### config.mk
export PLATFORM = sky130hd
export DESIGN_NAME = axi4_burst_master
export DESIGN_NICKNAME = d
export VERILOG_FILES = /design/src/rtl/axi4_pkg.sv /design/src/rtl/axi4_burst_master.sv
export SDC_FILE = /design/constraint.sdc
export NUM_CORES = 1
export LEC_CHECK = 0
export CELL_PAD_IN_SITES_DETAIL_PLACEMENT = 0
export CELL_PAD_IN_SITES_GLOBAL_PLACEMENT = 1
export CORE_UTILIZATION = 20
export DETAILED_ROUTE_END_ITERATION = 8
export PLACE_DENSITY = 0.83
export SKIP_CTS_REPAIR_TIMING = 1
export SLEW_MARGIN = 10
export SYNTH_ARGS = -nofsm -noshare
export SYNTH_HDL_FRONTEND = slang
export SYNTH_SLANG_ARGS = --single-unit
### constraint.sdc
create_clock -name m00_axi_aclk -period 1.93 [get_ports m00_axi_aclk]
set_input_delay 0.386 -clock m00_axi_aclk [delete_from_list [all_inputs] [get_ports m00_axi_aclk]]
set_output_delay 0.386 -clock m00_axi_aclk [all_outputs]
set_load 0.1 [all_outputs]
### src/rtl/axi4_pkg.sv
// ----------------------------------------------------------------------------
// axi4_pkg
// Shared AXI4 encodings for the burst master: burst types, response codes,
// the burst-engine FSM state type and a helper that picks the more severe of
// two AXI response codes.
// ----------------------------------------------------------------------------
package axi4_pkg;

    localparam logic [1:0] BURST_FIXED = 2'b00;
    localparam logic [1:0] BURST_INCR  = 2'b01;
    localparam logic [1:0] BURST_WRAP  = 2'b10;

    localparam logic [1:0] RESP_OKAY   = 2'b00;
    localparam logic [1:0] RESP_EXOKAY = 2'b01;
    localparam logic [1:0] RESP_SLVERR = 2'b10;
    localparam logic [1:0] RESP_DECERR = 2'b11;

    typedef enum logic [2:0] {
        ST_IDLE,
        ST_AW,
        ST_W,
        ST_B,
        ST_AR,
        ST_R,
        ST_DONE
    } state_e;

    // Severity order OKAY < EXOKAY < SLVERR < DECERR matches the numeric
    // encoding, so the worse response is simply the larger code.
    function automatic logic [1:0] resp_max(input logic [1:0] a, input logic [1:0] b);
        return (a > b) ? a : b;
    endfunction

endpackage

### src/rtl/axi4_burst_master.sv
// ----------------------------------------------------------------------------
// axi4_burst_master
// Turns one local command (write/read, start address, beats-1, ID) into one
// AXI4 INCR burst and streams beats between the local wr_*/rd_* ports and the
// AXI W/R channels. One burst is outstanding at a time; each command produces
// a single-cycle completion record on done_*.
//
// Ports
//   m00_axi_aclk / m00_axi_areset : clock, synchronous active-high reset
//   cmd_*      : command handshake and payload (cmd_len is beats-1)
//   wr_*       : write beat stream into the block (passed through to W)
//   rd_*       : read beat stream out of the block (passed through from R)
//   done_*     : one-cycle completion pulse with type, ID and AXI response
//   m00_axi_*  : AXI4 AW, W, B, AR, R channels
// ----------------------------------------------------------------------------
module axi4_burst_master
    import axi4_pkg::*;
#(
    parameter int ADDR_W  = 6,
    parameter int DATA_W  = 32,
    parameter int ID_W    = 2,
    parameter int MAX_LEN = 16
) (
    input  logic                  m00_axi_aclk,
    input  logic                  m00_axi_areset,
    // Command
    input  logic                  cmd_valid,
    output logic                  cmd_ready,
    input  logic                  cmd_write,
    input  logic [ADDR_W-1:0]     cmd_addr,
    input  logic [7:0]            cmd_len,
    input  logic [ID_W-1:0]       cmd_id,
    // Local write stream
    input  logic                  wr_valid,
    output logic                  wr_ready,
    input  logic [DATA_W-1:0]     wr_data,
    input  logic [DATA_W/8-1:0]   wr_strb,
    // Local read stream
    output logic                  rd_valid,
    input  logic                  rd_ready,
    output logic [DATA_W-1:0]     rd_data,
    output logic                  rd_last,
    // Completion
    output logic                  done_valid,
    output logic                  done_write,
    output logic [ID_W-1:0]       done_id,
    output logic [1:0]            done_resp,
    // AXI write address
    output logic [ADDR_W-1:0]     m00_axi_awaddr,
    output logic [7:0]            m00_axi_awlen,
    output logic [2:0]            m00_axi_awsize,
    output logic [1:0]            m00_axi_awburst,
    output logic [ID_W-1:0]       m00_axi_awid,
    output logic                  m00_axi_awvalid,
    input  logic                  m00_axi_awready,
    // AXI write data
    output logic [DATA_W-1:0]     m00_axi_wdata,
    output logic [DATA_W/8-1:0]   m00_axi_wstrb,
    output logic                  m00_axi_wlast,
    output logic                  m00_axi_wvalid,
    input  logic                  m00_axi_wready,
    // AXI write response
    input  logic [1:0]            m00_axi_bresp,
    input  logic [ID_W-1:0]       m00_axi_bid,
    input  logic                  m00_axi_bvalid,
    output logic                  m00_axi_bready,
    // AXI read address
    output logic [ADDR_W-1:0]     m00_axi_araddr,
    output logic [7:0]            m00_axi_arlen,
    output logic [2:0]            m00_axi_arsize,
    output logic [1:0]            m00_axi_arburst,
    output logic [ID_W-1:0]       m00_axi_arid,
    output logic                  m00_axi_arvalid,
    input  logic                  m00_axi_arready,
    // AXI read data
    input  logic [DATA_W-1:0]     m00_axi_rdata,
    input  logic [1:0]            m00_axi_rresp,
    input  logic                  m00_axi_rlast,
    input  logic                  m00_axi_rvalid,
    output logic                  m00_axi_rready
);

    localparam logic [2:0] AXSIZE    = 3'($clog2(DATA_W / 8));
    localparam logic [8:0] MAX_LEN_C = 9'(MAX_LEN);

    state_e            state_q, state_d;
    logic [8:0]        cnt_q, cnt_d;
    logic [ADDR_W-1:0] addr_q, addr_d;
    logic [7:0]        len_q, len_d;
    logic [ID_W-1:0]   id_q, id_d;
    logic              write_q, write_d;
    logic [1:0]        resp_q, resp_d;
    logic              last_beat;

    // Nine-bit counter against zero-extended len so len=255 never wraps.
    assign last_beat = (cnt_q == {1'b0, len_q});

    always_ff @(posedge m00_axi_aclk) begin
        if (m00_axi_areset) begin
            state_q <= ST_IDLE;
            cnt_q   <= '0;
            addr_q  <= '0;
            len_q   <= '0;
            id_q    <= '0;
            write_q <= 1'b0;
            resp_q  <= RESP_OKAY;
        end else begin
            state_q <= state_d;
            cnt_q   <= cnt_d;
            addr_q  <= addr_d;
            len_q   <= len_d;
            id_q    <= id_d;
            write_q <= write_d;
            resp_q  <= resp_d;
        end
    end

    always_comb begin
        state_d         = state_q;
        cnt_d           = cnt_q;
        addr_d          = addr_q;
        len_d           = len_q;
        id_d            = id_q;
        write_d         = write_q;
        resp_d          = resp_q;
        cmd_ready       = 1'b0;
        m00_axi_awvalid = 1'b0;
        m00_axi_wvalid  = 1'b0;
        wr_ready        = 1'b0;
        m00_axi_bready  = 1'b0;
        m00_axi_arvalid = 1'b0;
        m00_axi_rready  = 1'b0;
        rd_valid        = 1'b0;
        done_valid      = 1'b0;
        unique case (state_q)
            ST_IDLE: begin
                // Masked during reset so no command is taken while held.
                cmd_ready = !m00_axi_areset;
                if (cmd_valid) begin
                    addr_d  = cmd_addr;
                    len_d   = cmd_len;
                    id_d    = cmd_id;
                    write_d = cmd_write;
                    cnt_d   = '0;
                    if ({1'b0, cmd_len} >= MAX_LEN_C) begin
                        // Oversized burst: complete with SLVERR, no bus traffic.
                        resp_d  = RESP_SLVERR;
                        state_d = ST_DONE;
                    end else begin
                        resp_d  = RESP_OKAY;
                        state_d = cmd_write ? ST_AW : ST_AR;
                    end
                end
            end
            ST_AW: begin
                m00_axi_awvalid = 1'b1;
                if (m00_axi_awready) state_d = ST_W;
            end
            ST_W: begin
                m00_axi_wvalid = wr_valid;
                wr_ready       = m00_axi_wready;
                if (wr_valid && m00_axi_wready) begin
                    if (last_beat) begin
                        cnt_d   = '0;
                        state_d = ST_B;
                    end else begin
                        cnt_d = cnt_q + 9'd1;
                    end
                end
            end
            ST_B: begin
                m00_axi_bready = 1'b1;
                if (m00_axi_bvalid) begin
                    resp_d  = (m00_axi_bid != id_q) ? RESP_SLVERR : m00_axi_bresp;
                    state_d = ST_DONE;
                end
            end
            ST_AR: begin
                m00_axi_arvalid = 1'b1;
                if (m00_axi_arready) state_d = ST_R;
            end
            ST_R: begin
                m00_axi_rready = rd_ready;
                rd_valid       = m00_axi_rvalid;
                if (m00_axi_rvalid && rd_ready) begin
                    resp_d = resp_max(resp_q, m00_axi_rresp);
                    // rlast must appear exactly on the final counted beat.
                    if (m00_axi_rlast != last_beat) resp_d = resp_max(resp_d, RESP_SLVERR);
                    if (last_beat) begin
                        cnt_d   = '0;
                        state_d = ST_DONE;
                    end else begin
                        cnt_d = cnt_q + 9'd1;
                    end
                end
            end
            ST_DONE: begin
                done_valid = 1'b1;
                state_d    = ST_IDLE;
            end
            default: state_d = ST_IDLE;
        endcase
    end

    // Payloads are held from the command registers; fixed fields and
    // pass-through data are only driven while their channel is active.
    assign m00_axi_awaddr  = addr_q;
    assign m00_axi_awlen   = len_q;
    assign m00_axi_awid    = id_q;
    assign m00_axi_awsize  = (state_q == ST_AW) ? AXSIZE : 3'b000;
    assign m00_axi_awburst = (state_q == ST_AW) ? BURST_INCR : 2'b00;
    assign m00_axi_araddr  = addr_q;
    assign m00_axi_arlen   = len_q;
    assign m00_axi_arid    = id_q;
    assign m00_axi_arsize  = (state_q == ST_AR) ? AXSIZE : 3'b000;
    assign m00_axi_arburst = (state_q == ST_AR) ? BURST_INCR : 2'b00;

    assign m00_axi_wdata   = (state_q == ST_W) ? wr_data : '0;
    assign m00_axi_wstrb   = (state_q == ST_W) ? wr_strb : '0;
    assign m00_axi_wlast   = (state_q == ST_W) && last_beat;

    assign rd_data         = (state_q == ST_R) ? m00_axi_rdata : '0;
    assign rd_last         = (state_q == ST_R) && last_beat;

    assign done_write      = (state_q == ST_DONE) && write_q;
    assign done_id         = (state_q == ST_DONE) ? id_q : '0;
    assign done_resp       = (state_q == ST_DONE) ? resp_q : 2'b00;

endmodule

Word-level counts from Yosys, hierarchy flattened --
Cells that the tools add are included.
Word-level totals: output and inout port bits 126, input bits 102, word-level logic and storage cells 84, bits in registers 31
Cells by class: mux-type cells 43, reductions and logical operators 13, $add $sub $neg 1, eq/ne operators 17, $lt $le $gt $ge 3
Operator list (count):
- $mux 32 | 2
- $mux 9 | 4
- $mux 3 | 10
- $pmux 9 s3 | 1
- $mux 2 | 12
- $pmux 3 s6 | 1
- $ne 2x2->1 const B | 8
- $mux 1 | 11
- $add 9x1->9 const B | 1
- $eq 3x3->1 const B | 3
- $eq 9x8->1 | 1
- $ge 8x5->1 const B | 1
- $reduce_and 4->1 | 2
- $reduce_and 8->1 | 1
- $eq 3x2->1 const B | 2
- $pmux 2 s3 | 1
- $reduce_bool 3->1 | 2
- $logic_and 1x1->1 | 5
- $mux 4 | 1
- $eq 3x1->1 const B | 1
- $logic_not 3->1 | 1
- $gt 2x2->1 | 1
- $gt 2x2->1 const B | 1
- $ne 2x2->1 | 1
- 3 further kinds | 3

Longest topological paths before layout --
depth in word-level cells 7, depth in mapped cells 8, mapped depth without buffers 8

Worst setup path before layout --
No wires, ideal clock.
kind flip-flop to output port, start point reg len_q[7] (netlist: m00_axi_arlen[7]), end point out m00_axi_wlast, cell stages (with the launch flop) 4, data required time 1.544 ns, buffers on the path 0, slack -2.812 ns, data arrival time 4.356 ns, cell sequence dfxtp_1 > xnor2_1 > nand3_1 > nor4_1
Between the ends: cells in the longest elaborated chain, start to end 2
RTL lines:
- start, declared | RTL line axi4_burst_master.sv:89 | logic [7:0] len_q, len_d;
- start signal, assigned | RTL line axi4_burst_master.sv:111 | len_q <= len_d;
- $eq 9x8->1 | RTL line axi4_burst_master.sv:96 | assign last_beat = (cnt_q == {1'b0, len_q});
- $logic_and 1x1->1 | RTL line axi4_burst_master.sv:220 | assign m00_axi_wlast = (state_q == ST_W) && last_beat;
- end, declared | RTL line axi4_burst_master.sv:59 | output logic m00_axi_wlast,
Every way passes these cells.

Worst setup path after layout --
start point reg state_q[1], end point out m00_axi_wlast
Between the ends: cells in the longest elaborated chain, start to end 2
RTL lines:
- start, declared | RTL line axi4_burst_master.sv:86 | state_e state_q, state_d;
- start signal, assigned | RTL line axi4_burst_master.sv:108 | state_q <= state_d;
- $eq 3x2->1 | RTL line axi4_burst_master.sv:220
- $logic_and 1x1->1 | RTL line axi4_burst_master.sv:220
Every way passes these cells.

==> results.sh <==
export IMPL_run_status="complete, but fails checks"
export IMPL_violations="setup timing"
export IMPL_yosysWarnings=0
export IMPL_grt_usage=0.152
export IMPL_maxCapViolations=0
export IMPL_final_antenna_net_count=0
export IMPL_placed_cells=727
export IMPL_clockBufferDepth=2
export IMPL_finalHoldWorstSlack_ps=477
export IMPL_routed_wirelength_um=11100
export IMPL_detailedRoute_firstPassIterationCount=4
export IMPL_leakagePower_nw=2.69
export IMPL_postSynthAreaPerCell_um2=7.46
export IMPL_cts_htree_levels=2
export IMPL_post_synth_inst_count=345
export IMPL_worst_path_max_delay_cell="or3b_4"
export IMPL_vdd_drop_max_v=0.000786
export IMPL_place_gp_congestion=0.882
export IMPL_synth_compound_area_share=0.166
export IMPL_viasPerCell=4.34
export IMPL_holdCritPathClass="reg2reg"
export IMPL_critPathTopFamily="simple AND/OR/NAND/NOR gates"
export IMPL_path_max_fanout=6
export IMPL_layout_worst_path_cycle_share=1.06
export IMPL_synth_area_mux_share=0.00778
export IMPL_dp_hpwl_um=8810
export IMPL_pin_count=228
export IMPL_totalNegativeSetupSlack_ps=-3460
export IMPL_report_final_slew_viol_count=0
export IMPL_initial_standard_cell_utilization_of_the_core=0.205
export IMPL_netSwitchingFraction=0.546
export IMPL_synth_fa_ha_area_frac=0.0194
export IMPL_yosys_register_bits=31
export IMPL_worst_clock_skew_ps=6.04
export IMPL_grt_first_pass_wirelength_um=15600
export IMPL_synth_simple_area_share=0.400
export IMPL_crit_buf_inv=1
export IMPL_dpl_instance_area_um2=6100
export IMPL_grt_antenna_before_repair=1
export IMPL_final_util=0.525
export IMPL_worstSetupEndpointType="output pin"
export IMPL_power_switching_mw=4.85
export IMPL_power_density_nw_per_um2=1350
export IMPL_grt_remaining_overflow=0
export IMPL_cp_required_ps=1540
export IMPL_comb_power_share=0.798
export IMPL_die_area_um2=13300
export IMPL_design_power_total_mw=8.88
export IMPL_postSynth_topFlopCell="dfxtp_1"
export IMPL_numCtsBuffers=5
export IMPL_worst_endpoint_arrival_ps=1670
export IMPL_fp_coreArea_um2=12600
export IMPL_root_buffer="clkbuf_16"
export IMPL_post_drt_wl_per_cell_um=14.8
export IMPL_tritoncts="done"
export IMPL_drcViolationCount=0
export IMPL_seq_area_frac_synth=0.241
export IMPL_post_synth_num_cell_types=55
export IMPL_areaGrowthSynthToFinish_pct=156
export IMPL_clk_insertion_delay_late_ps=280
export IMPL_numClockSinks=31
export IMPL_power_clock_fraction=0.100
export IMPL_finalSetupViolCount=40
export IMPL_critPathKind="reg2out"
export IMPL_worstSetupStartpointType="register"
export IMPL_synth_xor_area_share=0.0374
export IMPL_postSynth_asyncResetShare=0
export IMPL_crit_chain="or3b_4 -> nor4_4 -> buf_12"
export IMPL_iter_0_drt_violations=137
export IMPL_drive_gt1_frac=0.513
export IMPL_power_internal_mw=4.03
export IMPL_final_design_area_no_fill_um2=6600
export IMPL_die_width_um=115
export IMPL_io_buffers=221
export IMPL_rsz0062_at_grt="true"
export IMPL_grt_pass1_vias=2978
export IMPL_grt_start_max_net_pins=39
export IMPL_placement_setup_worst_slack_ps=-230
export IMPL_power_share_sequential=0.102
export IMPL_vias=3261
export IMPL_hold_viol_final=0
export IMPL_synth_top_family_by_area="simple AND/OR/NAND/NOR gates"
export IMPL_clk_pin_slew_worst_paths_ps=50
export IMPL_area_of_the_mapped_netlist_um2=2570
export IMPL_die_height_um=115
export IMPL_achievable_frequency_mhz=487
export IMPL_max_stage_delay_ps=420
export IMPL_setup_ws_ps=-125
export IMPL_num_nets_final=684
export IMPL_synth_enable_flop_cells=0
export IMPL_finalNonFillerCells=752
export IMPL_rows=41
export IMPL_period_needed_ps=2060
## Yosys cell counts (all sizes together), types with 4 or more instances
cell type | count | area [µm²]
a21oi | 28 | 155
a31oi | 4 | 31.3
and2 | 78 | 488
buf | 34 | 253
clkbuf | 13 | 58.8
dfxtp | 31 | 621
ha | 4 | 50.1
inv | 4 | 15.0
nand2 | 43 | 161
nand2b | 10 | 70.1
nand3 | 5 | 25.0
nor2 | 17 | 66.3
nor3 | 7 | 35.0
nor4 | 6 | 58.8
o21ai | 13 | 68.8
o31ai | 5 | 65.1
xnor2 | 9 | 78.8
## power groups by stage
stage	registers [mW]	clock network (mW)	logic, mW
floorplan	1.34	0	4.24
global placement	0.893	0	6.54
detailed placement	0.904	0	6.59
CTS	0.893	0.902	6.60
global route	0.928	0.934	7.35
finish	0.910	0.885	7.08
## state kept, by name, indices dropped and copies added, names as in the netlist
register	count
cnt_q	9
m00_axi_arlen	8
m00_axi_araddr	6
state_q	3
m00_axi_arid	2
resp_q	2
write_q	1
## logic make-up after synthesis
logic type,count (synthesis)
simple gates,183
compound gates,62
buf+inv,51
flops,31
xor+xnor,11
fa+ha+maj,4
mux,2
other cells,1
## path summary, 6_finish.rpt
path | start | end | slack [ps] | cells past startpoint
worst max-delay path | state_q[1] | m00_axi_wlast | -130 | 3
worst min-delay path | cnt_q[8] | cnt_q[8] | 480 | 1
worst max register to register | state_q[2] | state_q[1] | 60 | 8
worst min register to register | cnt_q[8] | cnt_q[8] | 480 | 1
## layout make-up
type	instances	area [µm²]
fill	1094	5970
timing repair buffer	268	3560
multi-input combinational	268	1980
sequential	31	666
tap	172	215
clock buffer	5	125
clock inverter	3	38.8
inverter	4	15.0
antenna	1	2.50
## cells in the final DEF, fill, tap and decap left out, types with 5 or more instances in the layout
cell	count
nor3_1	5
clkdlybuf4s50_1	100
and2_2	30
buf_4	61
and2_4	42
dfxtp_1	13
clkbuf_16	9
dfxtp_2	9
and2_1	6
xnor2_1	5
nand2b_1	9
a21oi_1	26
buf_6	6
dfxtp_4	9
buf_12	95
nor2_1	14
nand2_1	42
conb_1	6
o21ai_0	11
## per-layer routing
layer / GRT usage / wire, µm / vias up
li1: - / - / 1585
met1: 0.169 / 4150 / 1507
met2: 0.289 / 5990 / 153
met3: 0.0303 / 782 / 16
met4: 0.0459 / 218 / 0
met5: 0 / 0 / -
Power figures use the tool's default switching activity.
